**src/rtl/synapse_weight_gate.sv**
```systemverilog
// synapse_weight_gate: holds one 2-bit weight per synapse, loaded serially
// through a valid/ready handshake, and gates the weights with an incoming spike
// vector to feed an N_STAGE-stage adder tree.
// Optional feature: define SYN_READBACK_EN to add a registered weight readback
// port (rd_addr/rd_data).
module synapse_weight_gate #(
  parameter int unsigned N_STAGE = 5
) (
  input  logic                          clk,
  input  logic                          rst,
  input  logic                          load_start,
  input  logic [1:0]                    w_data,
  input  logic                          w_valid,
  output logic                          w_ready,
  input  logic [(2**N_STAGE)-1:0]       spikes,
  input  logic                          spike_valid,
  output logic [(2*(2**N_STAGE))-1:0]   wx,
  output logic                          wx_valid,
`ifdef SYN_READBACK_EN
  input  logic [N_STAGE-1:0]            rd_addr,
  output logic [1:0]                    rd_data,
`endif
  output logic                          loaded
);

  localparam int unsigned N_SYN = 2**N_STAGE;
  localparam logic [N_STAGE-1:0] CntLast = N_STAGE'(N_SYN - 1);

  typedef enum logic [1:0] {
    StIdle,
    StLoad,
    StReady
  } state_e;

  state_e                    r_state;
  logic [N_STAGE-1:0]        r_cnt;
  logic [1:0]                r_weight [N_SYN];
  logic [(2*N_SYN)-1:0]      r_wx;
  logic                      r_wx_valid;
  logic                      r_w_ready;
  logic                      r_loaded;
  logic [(2*N_SYN)-1:0]      w_gated;

  // Spike gating: each synapse passes its weight only when its spike bit is set.
  always_comb begin
    w_gated = '0;
    for (int i = 0; i < N_SYN; i++) begin
      w_gated[2*i +: 2] = spikes[i] ? r_weight[i] : 2'b00;
    end
  end

  // Control FSM with weight storage and registered outputs.
  always_ff @(posedge clk) begin
    if (rst) begin
      r_state    <= StIdle;
      r_cnt      <= '0;
      r_wx       <= '0;
      r_wx_valid <= 1'b0;
      r_w_ready  <= 1'b0;
      r_loaded   <= 1'b0;
      for (int i = 0; i < N_SYN; i++) begin
        r_weight[i] <= 2'b00;
      end
    end else begin
      r_wx_valid <= 1'b0;
      unique case (r_state)
        StIdle: begin
          if (load_start) begin
            r_state   <= StLoad;
            r_cnt     <= '0;
            r_w_ready <= 1'b1;
            r_loaded  <= 1'b0;
          end
        end
        StLoad: begin
          // load_start is ignored here so a running load never restarts.
          if (w_valid && r_w_ready) begin
            r_weight[r_cnt] <= w_data;
            if (r_cnt == CntLast) begin
              // Counter parks at the last index instead of wrapping.
              r_state   <= StReady;
              r_w_ready <= 1'b0;
              r_loaded  <= 1'b1;
            end else begin
              r_cnt <= r_cnt + 1'b1;
            end
          end
        end
        StReady: begin
          // Gating uses the weights held this cycle, even if a reload starts now.
          if (spike_valid) begin
            r_wx       <= w_gated;
            r_wx_valid <= 1'b1;
          end
          if (load_start) begin
            r_state   <= StLoad;
            r_cnt     <= '0;
            r_w_ready <= 1'b1;
            r_loaded  <= 1'b0;
          end
        end
        default: begin
          r_state   <= StIdle;
          r_w_ready <= 1'b0;
          r_loaded  <= 1'b0;
        end
      endcase
    end
  end

`ifdef SYN_READBACK_EN
  logic [1:0] r_rd_data;

  // Registered weight readback, usable in any state.
  always_ff @(posedge clk) begin
    if (rst) begin
      r_rd_data <= 2'b00;
    end else begin
      r_rd_data <= r_weight[rd_addr];
    end
  end

  assign rd_data = r_rd_data;
`endif

  assign w_ready  = r_w_ready;
  assign wx       = r_wx;
  assign wx_valid = r_wx_valid;
  assign loaded   = r_loaded;

endmodule

```
**config.mk**
```make
export PLATFORM = sky130hd
export DESIGN_NAME = synapse_weight_gate
export DESIGN_NICKNAME = d
export VERILOG_FILES = /design/src/rtl/synapse_weight_gate.sv
export SDC_FILE = /design/constraint.sdc
export NUM_CORES = 1
export LEC_CHECK = 0
export CAP_MARGIN = 20
export CORE_ASPECT_RATIO = 1.25
export CORE_MARGIN = 1.5
export CORE_UTILIZATION = 51
export DETAILED_ROUTE_END_ITERATION = 12
export PLACE_DENSITY = 0.76
export SLEW_MARGIN = 20
export SYNTH_ARGS = -nofsm -noshare
export SYNTH_HDL_FRONTEND = slang
export SYNTH_SLANG_ARGS = --single-unit
```
**constraint.sdc**
```tcl
create_clock -name clk -period 1.95 [get_ports clk]
set_input_delay 0.39 -clock clk [delete_from_list [all_inputs] [get_ports clk]]
set_output_delay 0.39 -clock clk [all_outputs]
set_load 0.01 [all_outputs]
```
==> results.toml <==
[logic_synthesis]
syn_avg_cell_area_um2 = 12.53
synthTopCellsByArea = "edfxtp_1 36%, dfxtp_1 28%, a32o_1 12%"
ys_seq_area_share_pct = 64.38
synthFlopType = "dfxtp_1"
post_synth_num_cell_types = 40
ys_warn_count = 0
synth.cell_area_mm2 = 0.005286
netlist_instances = 422
synthArstFlopShare_pct = 0
synth_edf_count = 64
synth_top_area_share_pct = 36.36
ys_seq_elements = 138
syn_nets = 466
synth_top_area_cell = "edfxtp_1"

[sta]
setup_viol = 0
hold_ws_ns = 0.4619
slew_violations = 0
max_freq_mhz = 537.6
setup_tns_ns = 0
hold_viol_final = 0
fin_crit_ns = 1.860
worstMarginPinSlew_ns = 0.4981
slew_headroom_pct = 66.54
fin_skew_ns = 0.005670
min_period_over_period_pct = 95.39
worst_slack_ns = 0.08988
rsz0062_at_grt = "false"

[clocking]
cts_tree = "done"
ctsHoldBuffers = 0
clk_pin_slew_ns = 0.06
clock_latency_ns = 0.42
clk_root_buffer_cell = "clkbuf_16"
ctsResizeCount = 0
clock_path_buffers = 2
cts_buffers = 17
htree_num_levels = 4
cts.sinks = 138
cts_setup_buffers = 0

[setup_path]
worstPathMaxFanout = 7
crit_path_start_kind = "flip-flop"
cp.arrival_ns = 1.47
crit_path_end_kind = "output port"
critPathKind = "flip-flop to output port"
worst-endpoint-required_ns = 1.56

[power_and_ir_drop]
pwr-share-comb_pct = 3.7
leakage_uw = 0.002491
switching_share_pct = 20.42
power.density_mw_per_mm2 = 948.1
clkPwrFrac_pct = 51.0
p_switching_uw = 1402
peakVddDrop_v = 0.0006955
p_seq_share_pct = 45.3
p_int_uw = 5465

[layout]
nets = 587
area_growth_pct = 37.02
drive_above_1_share_pct = 15.29
antenna_cells = 0
seqCellArea_mm2 = 0.003403
fillers = 692
multiInputGateArea_mm2 = 0.001654
final_core_util_pct = 71.67

[place]
gp_congestion = 0.7792
io_buffers = 105
dp_hpwl_mm = 8.303
pre_cts_ws_ns = -0.2015

[run_status]
run_status = "complete, no violations"

[floorplan]
die_x_um = 94.06
core_area_mm2 = 0.01011
die_area_mm2 = 0.01099
num_rows = 41
ios = 106
start_util_pct = 52.31
dieHeight_um = 116.8

[drt]
wl_per_cell_um = 18.21
num_vias = 4034
routed_via_density = 5.889
drt_iter0_drc = 272
route.detailed.drc = 0
routed_wl_mm = 12.48
drtPass1Iterations = 5
drtAntennaViolNets = 0

[global_routing]
grt_util_all_layers_pct = 23.76
grt_max_degree = 41
grt.overflow.total = 0
grt_pass1_vias = 3922
antenna_found_initial = 0
grt_pass1_wl_mm = 19.31

[hold_path]
hold_class = "flip-flop to flip-flop"

[job]
maxCapViolCount = 0
[per-stage QoR]
stage | total power [uW] | instances | cell area, um^2
after floorplan | 3269 | 422 | 5286
after global placement | 3411 | 653 | 6570
after detailed placement | 3419 | 653 | 6570
after CTS | 6892 | 685 | 7243
after global routing | 7063 | 685 | 7243
final | 6867 | 685 | 7243
[cell usage after synthesis (all sizes together), types with 2 or more instances]
| library cell | count |
|---|---|
| inv | 5 |
| a31oi | 7 |
| o21ai | 20 |
| clkbuf | 11 |
| dfxtp | 74 |
| nor2b | 7 |
| a31o | 13 |
| nor3 | 2 |
| a32o | 64 |
| buf | 23 |
| o211ai | 6 |
| edfxtp | 64 |
| nand3 | 17 |
| ha | 5 |
| nand2 | 14 |
| o2111ai | 2 |
| and4b | 2 |
| nand4 | 2 |
| nor3b | 2 |
| nor2 | 69 |
[critical path, stage by stage, from the launching register on]
cell and delay [ns]:
dfxtp_1 0.34, buf_4 0.16, clkdlybuf4s50_1 0.54
[power groups by stage]
stage / combinational [uW] / sequential, uW / clock (uW)
after floorplan: 109 / 3160 / 0
after global placement: 239 / 3170 / 0
after detailed placement: 247 / 3170 / 0
after CTS: 250 / 3110 / 3530
after global routing: 271 / 3110 / 3680
final: 251 / 3110 / 3500
[path summary, 6_finish.rpt]
path	slack, ns	start	cells past startpoint	endpoint
worst min register to register	0.46	wx[29]	1	wx[29]
worst max register to register	0.16	r_cnt[1]	5	r_cnt[3]
worst min-delay path	0.46	wx[29]	1	wx[29]
worst max-delay path	0.09	w_ready	2	w_ready
[sequential cells by signal, summed over array words and instances, names as in the netlist]
name and cells:
w_ready 1, wx 64, r_weight 64, loaded 1, wx_valid 1, r_cnt 5, r_state 2
[cells by family (layout without fill, tap and decap cells)]
kind of cell / after synthesis / in the layout / share of synthesized area [%]
flops: 138 / 138 / 64.38
simple gates: 121 / 121 / 10.77
buf+inv: 41 / 175 / 4.591
compound gates: 116 / 116 / 18.89
fa+ha+maj: 5 / 5 / 1.183
mux: 1 / 1 / 0.1894
[area by class of cell]
type | instances | share of cell area (%)
inverter | 6 | 0.3109
timing repair buffer | 137 | 18.35
tap | 129 | 2.228
clock inverter | 8 | 1.157
multi-input combinational | 243 | 22.84
clock buffer | 24 | 8.136
sequential | 138 | 46.99
[cells in the final DEF, fill, tap and decap left out, types with 2 or more instances in the layout]
cell             count
o21ai_0             18
nand3_1             15
nor2_1              69
a31oi_1              6
dfxtp_1             74
nor3b_1              2
o211ai_1             6
and4b_2              2
clkdlybuf4s50_1    105
clkinv_4             2
o2111ai_1            2
nor2b_1              7
inv_6                2
inv_1                5
buf_4               29
o21ai_1              2
nand2_1             14
clkbuf_16           23
nand4_1              2
a31o_2              13
nand3_2              2
edfxtp_1            64
buf_12               3
a32o_1              64
ha_1                 5
[routing by layer]
layer	vias to the layer above	GRT usage [%]	share of wire, %
li1	1872	-	-
met1	1988	28.82	40
met2	150	39.95	52
met3	24	6.202	5.9
met4	0	10.75	2.2
met5	-	0	0
Note: power is estimated with default switching activity, not from simulation.
